--- src/rtl/mem_access.sv ---
// MEM pipeline stage: drives the req/ack data-memory bus for loads and stores,
// aligns store lanes, extends load data and registers the MEM/WB bundle.
module mem_access #(
   parameter int ACK_TIMEOUT = 255,
   parameter int CNT_W       = 8
) (
   input  logic        clk,
   input  logic        rst,
   input  logic        nop,
   input  logic [31:0] ALU_co_pype2,
   input  logic [31:0] read_data2_pype2,
   input  logic [4:0]  WReg_pype2,
   input  logic [2:0]  writeback_control_pype2,
   input  logic [1:0]  MemRW_pype2,
   input  logic [1:0]  dsize_pype2,
   input  logic [2:0]  funct3_pype2,
   input  logic [31:0] PCp4_pype2,
   output logic        dmem_req,
   output logic        dmem_we,
   output logic [31:0] dmem_addr,
   output logic [3:0]  dmem_wstrb,
   output logic [31:0] dmem_wdata,
   input  logic        dmem_ack,
   input  logic [31:0] dmem_rdata,
   output logic        mem_stall,
   output logic [31:0] mem_fwd_data,
   output logic        misalign_exc,
   output logic        bus_err,
   output logic [31:0] fault_addr,
   output logic [31:0] ALU_co_pype3,
   output logic [31:0] load_data_pype3,
   output logic [31:0] PCp4_pype3,
   output logic [4:0]  WReg_pype3,
   output logic [2:0]  writeback_control_pype3
);
   typedef enum logic {IDLE, WAIT} state_t;

   localparam logic [CNT_W-1:0] LAST_CNT = CNT_W'(ACK_TIMEOUT - 1);

   state_t           state_reg;
   logic [CNT_W-1:0] cnt_reg;

   logic [31:0] a;
   logic        in_wait, memop, is_load, is_store, is_half, is_word;
   logic        misal, go, abort;
   logic [31:0] shifted, load_ext;
   logic        sgn;
   logic        unused_funct3;

   assign a             = ALU_co_pype2;
   assign in_wait       = (state_reg == WAIT);
   // nop may not cancel a transaction that is already on the bus
   assign memop         = (|MemRW_pype2) & (!nop | in_wait);
   assign is_load       = MemRW_pype2[1];
   assign is_store      = MemRW_pype2[0] & !MemRW_pype2[1];
   assign is_half       = (dsize_pype2 == 2'b01);
   assign is_word       = dsize_pype2[1];
   assign misal         = memop & ((is_half & a[0]) | (is_word & (|a[1:0])));
   assign go            = memop & !misal & !rst;
   assign abort         = in_wait & !dmem_ack & (ACK_TIMEOUT != 0) & (cnt_reg >= LAST_CNT);
   assign unused_funct3 = ^funct3_pype2[1:0];

   assign dmem_req  = go;
   assign dmem_we   = go & is_store;
   assign dmem_addr = {a[31:2], 2'b00};
   assign mem_stall = go & !dmem_ack & !abort;

   always_comb begin
      dmem_wstrb = 4'h0;
      dmem_wdata = read_data2_pype2;
      case (dsize_pype2)
         2'b00: begin
            dmem_wstrb = 4'b0001 << a[1:0];
            dmem_wdata = {4{read_data2_pype2[7:0]}};
         end
         2'b01: begin
            dmem_wstrb = 4'b0011 << {a[1], 1'b0};
            dmem_wdata = {2{read_data2_pype2[15:0]}};
         end
         default: begin
            dmem_wstrb = 4'hF;
            dmem_wdata = read_data2_pype2;
         end
      endcase
      if (!(go & is_store))
         dmem_wstrb = 4'h0;
   end

   assign shifted = dmem_rdata >> {a[1:0], 3'b000};
   assign sgn     = !funct3_pype2[2];

   always_comb begin
      case (dsize_pype2)
         2'b00:   load_ext = {{24{sgn & shifted[7]}}, shifted[7:0]};
         2'b01:   load_ext = {{16{sgn & shifted[15]}}, shifted[15:0]};
         default: load_ext = dmem_rdata;
      endcase
   end

   assign mem_fwd_data = is_load ? load_ext : a;

   always_ff @(posedge clk) begin
      if (rst) begin
         state_reg               <= IDLE;
         cnt_reg                 <= '0;
         misalign_exc            <= 1'b0;
         bus_err                 <= 1'b0;
         fault_addr              <= '0;
         ALU_co_pype3            <= '0;
         load_data_pype3         <= '0;
         PCp4_pype3              <= '0;
         WReg_pype3              <= '0;
         writeback_control_pype3 <= '0;
      end else begin
         misalign_exc <= 1'b0;
         bus_err      <= 1'b0;
         case (state_reg)
            IDLE: begin
               // the issuing cycle counts as the first cycle of the request
               if (go & !dmem_ack) begin
                  state_reg <= WAIT;
                  cnt_reg   <= CNT_W'(1);
               end
            end
            default: begin
               if (dmem_ack | abort) begin
                  state_reg <= IDLE;
                  cnt_reg   <= '0;
               end else begin
                  cnt_reg <= cnt_reg + CNT_W'(1);
               end
            end
         endcase

         if (!mem_stall) begin
            if (nop & !in_wait) begin
               ALU_co_pype3            <= '0;
               load_data_pype3         <= '0;
               PCp4_pype3              <= '0;
               WReg_pype3              <= '0;
               writeback_control_pype3 <= '0;
            end else if (misal | abort) begin
               ALU_co_pype3            <= a;
               load_data_pype3         <= '0;
               PCp4_pype3              <= PCp4_pype2;
               WReg_pype3              <= '0;
               writeback_control_pype3 <= '0;
               fault_addr              <= a;
               misalign_exc            <= misal;
               bus_err                 <= abort;
            end else begin
               ALU_co_pype3            <= a;
               load_data_pype3         <= (memop & is_load) ? load_ext : 32'h0;
               PCp4_pype3              <= PCp4_pype2;
               WReg_pype3              <= WReg_pype2;
               writeback_control_pype3 <= writeback_control_pype2;
            end
         end
      end
   end
endmodule
--- config.mk ---
export PLATFORM = sky130hd
export DESIGN_NAME = mem_access
export DESIGN_NICKNAME = d
export VERILOG_FILES = /design/src/rtl/mem_access.sv
export SDC_FILE = /design/constraint.sdc
export NUM_CORES = 1
export LEC_CHECK = 0
export ABC_AREA = 1
export CORE_MARGIN = 2
export CORE_UTILIZATION = 27
export CTS_BUF_LIST = sky130_fd_sc_hd__clkbuf_2 sky130_fd_sc_hd__clkbuf_4 sky130_fd_sc_hd__clkbuf_8
export DETAILED_ROUTE_END_ITERATION = 16
export GPL_TIMING_DRIVEN = 0
export HOLD_SLACK_MARGIN = 0.12
export SKIP_CTS_REPAIR_TIMING = 1
export SKIP_LAST_GASP = 1
export SYNTH_ARGS = -nofsm -noshare
export SYNTH_HDL_FRONTEND = slang
export SYNTH_SLANG_ARGS = --single-unit
export TNS_END_PERCENT = 5
--- constraint.sdc ---
create_clock -name clk -period 1.6 [get_ports clk]
set_input_delay 0.16 -clock clk [delete_from_list [all_inputs] [get_ports clk]]
set_output_delay 0.16 -clock clk [all_outputs]
set_load 0.005 [all_outputs]
After elaboration in Yosys (flattened, before gate mapping) --
Index checks and enable logic that the tools add are counted.
Word-level totals: input bits 147, register bits 147
Operators by class: add/subtract/negate cells 1, reduce and logical (&&, ||, !) cells 14, mux-type cells 20, equal/unequal tests 1, bitwise logic cells 23, $lt $le $gt $ge 1, shift-type cells 3
Operators with widths (number):
- 32-bit two-way mux | 6
- 32-bit one-hot mux with 2 select lines | 2
- 32-bit by 5-bit right shift with 16-bit output | 1
- 8-bit two-way mux | 3
- 1-bit bitwise AND | 16
- 5-bit two-way mux | 2
- 8-bit by 1-bit adder with 8-bit output (second input constant) | 1
- 8-bit greater-or-equal comparator (second input constant) | 1
- 1-bit logical NOT | 8
- 4-bit one-hot mux with 2 select lines | 1
- 3-bit two-way mux | 2
- 4-bit two-way mux | 1
- 1-bit bitwise OR | 4
- 2-bit OR reduction | 2
- 4-bit OR reduction | 1
- 1-bit by 2-bit << shifter with 4-bit output (first input constant) | 1
- 2-bit by 2-bit << shifter with 4-bit output (first input constant) | 1
- 1-bit two-way mux | 3
- 1-bit NOT | 3
- 3-bit AND reduction | 1
- 2-bit by 1-bit equality test with 1-bit output (second input constant) | 1
- 2-bit logical NOT | 1
- 2-bit nonzero test | 1

Longest topological paths before layout --
word-level depth 11, depth in mapped cells 13, mapped depth without buffers 11

Least setup slack after synthesis --
No wires, ideal clock.
kind reg2reg, from register cnt_reg[1], to register fault_addr[10], buffers on the path 3, slack -0.103 ns, data arrival time 1.636 ns, period minus slack after synthesis 1.703 ns, cell stages (with the launch flop) 11, path through dfxtp_1 ha_1 nor2_1 nor2_1 nand3_2 and2_1 buf_6 or2_1 buf_2 buf_6 o21ai_2
On the way: longest elaborated chain between the ends 6, elaborated cells between the ends (all ways) 7
Ends and longest elaborated chain:
- from (decl) | RTL line 41 | logic [CNT_W-1:0] cnt_reg;
- from (signal assigned) | RTL line 130 | cnt_reg <= cnt_reg + CNT_W'(1);
- 8-bit greater-or-equal comparator (*) | RTL line 60 | assign abort = in_wait & !dmem_ack & (ACK_TIMEOUT != 0) & (cnt_reg >= LAST_CNT);
- 1-bit bitwise AND (*) | RTL line 60
- 1-bit logical NOT | RTL line 66 | assign mem_stall = go & !dmem_ack & !abort;
- 1-bit bitwise AND | RTL line 66
- 1-bit NOT (no source line)
- 3-bit AND reduction (no source line) (*)
- to (signal assigned) | RTL line 108 | fault_addr <= '0;
- to (signal assigned) | RTL line 148 | fault_addr <= a;
- to (decl) | RTL line 29 | output logic [31:0] fault_addr,
Every way passes the cells marked *; elsewhere a longest branch is shown, timed or not. A chain may end at the register's enable or synchronous reset.

Final worst setup path --
from register cnt_reg[0], to register fault_addr[4]
The elaborated chain is that of the path after synthesis.

==> results.sh <==
export IMPL_status="complete, but fails checks"
export IMPL_violations="negative setup slack"
export IMPL_core_area_sq_um=26880
export IMPL_path_class="reg -> reg"
export IMPL_htree_levels=4
export IMPL_final_setup_worst_slack_ns=-0.3243
export IMPL_synth_area_top_cells="dfxtp_1 40%, nand2_1 16%, nand3_1 9.6%"
export IMPL_wl_per_cell_um=18.45
export IMPL_cp_max_fo=10
export IMPL_p_leak_nw=5.619
export IMPL_rows=60
export IMPL_fp_dieW_um=169.3
export IMPL_synth_top_area_frac=0.3988
export IMPL_max_clock_freq_ghz=0.5197
export IMPL_clock_latency_ns=0.45
export IMPL_hold_viol=0
export IMPL_drive_gt1_frac=0.1641
export IMPL_design_area_sq_um=12870
export IMPL_vias=8890
export IMPL_ys_seq_elements=147
export IMPL_vdd_ir_drop_max_uv=516.9
export IMPL_cp_top_family="simple AND/OR/NAND/NOR gates"
export IMPL_cts_buffers=17
export IMPL_clockBufferDepth=2
export IMPL_grt_pass1_vias=8246
export IMPL_post_route_period_util=1.203
export IMPL_die_area_sq_um=28670
export IMPL_place_area_sq_um=11620
export IMPL_hpwl_um=26800
export IMPL_cts_tree="done"
export IMPL_cp_common_cell="nor2_1"
export IMPL_crit_chain="inv_4 > ha_4 > nor2_1 > nor2_1 > nand3_2 > buf_6 > and2_4 > or2_4 > buf_12 > clkbuf_16 > o21ai_2"
export IMPL_nNetsFinal=1666
export IMPL_maxCapViolCount=0
export IMPL_cpMaxStageDelayCell="dfxtp_4"
export IMPL_area_growth_pct=74.39
export IMPL_rsz0062_at_grt="true"
export IMPL_async_reset_ff_frac=0
export IMPL_cts_sinks=147
export IMPL_viasPerCell=4.746
export IMPL_tightest_slew_ns=0.8402
export IMPL_root_buffer="clkbuf_8"
export IMPL_cp_end_kind="register"
export IMPL_synth_seq_area_share=0.3988
export IMPL_synth_edf_count=0
export IMPL_critPathArrivalTime_ns=2.30
export IMPL_ios=388
export IMPL_slew_headroom=0.4398
export IMPL_utilization=0.4788
export IMPL_drt_pass1_iterations=6
export IMPL_syn_inst=1081
export IMPL_place_gp_congestion=0.9014
export IMPL_yosysWarnings=0
export IMPL_grt_usage=0.2283
export IMPL_fin_skew_ns=0.01950
export IMPL_synth_common_cells="311 x nand2_1, 147 x dfxtp_1, 141 x nand3_1"
export IMPL_netlist_cell_type_count=30
export IMPL_drt_iter0_markers=647
export IMPL_antenna_found_initial=1
export IMPL_grt_max_degree=17
export IMPL_drv_slew=0
export IMPL_final_antenna_net_count=0
export IMPL_setup_viol=180
export IMPL_fin_crit_ns=1.924
export IMPL_synth_most_common_cell="nand2_1"
export IMPL_clkTransAtPathRegs_ns=0.09
export IMPL_synth_largest_area_cell="dfxtp_1"
export IMPL_synth_ff_type="dfxtp_1"
export IMPL_worst_path_buf_inv=4
export IMPL_hold_class="in -> reg"
export IMPL_drc_errors=0
export IMPL_max_stage_delay_ns=0.37
export IMPL_grt_overflow_total=0
export IMPL_avgSynthCellArea_sq_um=6.825
export IMPL_portBuffers=379
export IMPL_p_per_area_nw_per_um2=738.5
export IMPL_synth_area_sq_um=7378
export IMPL_totalWireLength_um=34560
export IMPL_crit_required_ns=1.98
export IMPL_fp_dieH_um=169.3
export IMPL_initial_utilization=0.2745
export IMPL_grt_pass1_wl_um=49760
export IMPL_start_kind="register"
-- cells by family (layout without fill, tap and decap cells) --
kind of cell    after synthesis  in the layout  synth area share
xor+xnor                      1              1          0.001187
simple gates                544            544            0.3134
flops                       147            147            0.3988
fa+ha+maj                     2              2          0.003391
buf+inv                     189            637            0.1313
other cells                   1              4         0.0005082
compound gates              197            197            0.1514
-- power by group --
group | internal (W) | switching [W]
clock network | 0.00168 | 0.00158
logic | 0.00125 | 0.00111
registers | 0.00380 | 0.0000821
-- metal layers --
metal,global-route usage,vias up,routed length [um]
li1,-,4376,-
met1,0.2902,4151,14960
met2,0.3823,326,16470
met3,0.05993,37,2369
met4,0.06317,0,759
met5,0,-,0
-- worst register-to-register path, stage by stage (launching register included) --
cell and delay, ns:
dfxtp_4 0.37, inv_4 0.06, ha_4 0.11, nor2_1 0.04
nor2_1 0.11, nand3_2 0.13, buf_6 0.15, and2_4 0.18
or2_4 0.30, buf_12 0.16, clkbuf_16 0.16, o21ai_2 0.10
-- final cells by class --
cell class	instances	area (sq um)
Inverter	71	290.3
Buffer	117	845.8
Timing Repair Buffer	417	4219
Fill cell	2771	14010
Clock inverter	12	168.9
Clock buffer	20	269.0
Antenna cell	2	5.005
Sequential cell	147	2953
Tap cell	341	426.7
Multi-Input combinational cell	746	3690
-- layout by cell type, fill, tap and decap left out, drive strengths merged --
| cell | n |
|---|---|
| clkdlybuf4s50 | 332 |
| or2 | 2 |
| dlymetal6s2s | 35 |
| xor2 | 1 |
| and2 | 1 |
| nor3 | 1 |
| buf | 115 |
| o211ai | 8 |
| inv | 74 |
| ha | 2 |
| diode | 2 |
| nand4 | 24 |
| nand2 | 312 |
| o21ai | 77 |
| nor2 | 61 |
| bufinv | 3 |
| clkbuf | 68 |
| dlygate4sd3 | 4 |
| conb | 2 |
| clkinv | 3 |
| a31oi | 2 |
| a21oi | 110 |
| clkinvlp | 3 |
| dfxtp | 147 |
| nand3 | 143 |
-- through the flow --
step	TNS, ns	worst slack (ns)	hold slack (ns)	cells	total power [W]
3_5_place_dp	-163.77	-1.277	0.4540	1802	0.006183
5_1_grt	-56.94	-0.4521	0.2102	1872	0.009969
2_1_floorplan	-1.638	-0.05748	0.3046	1082	0.004786
3_3_place_gp	-161.54	-1.294	0.4495	1802	0.006176
4_1_cts	-120.35	-1.459	0.01988	1834	0.009469
6_report	-33.46	-0.3243	0.2255	1873	0.009502
-- worst paths after layout --
path / start / end / slack (ns) / cells after the start
worst max-delay path: cnt_reg[0]$_SDFFE_PP0P_ / fault_addr[4]$_SDFFE_PP0P_ / -0.32 / 11
worst min-delay path: MemRW_pype2[1] / load_data_pype3[31]$_SDFFE_PP0N_ / 0.23 / 5
worst max register to register: cnt_reg[0]$_SDFFE_PP0P_ / fault_addr[4]$_SDFFE_PP0P_ / -0.32 / 11
worst min register to register: PCp4_pype3[25]$_SDFFE_PP0N_ / PCp4_pype3[25]$_SDFFE_PP0N_ / 0.46 / 2
No activity file was read; power rests on OpenSTA's default activity.
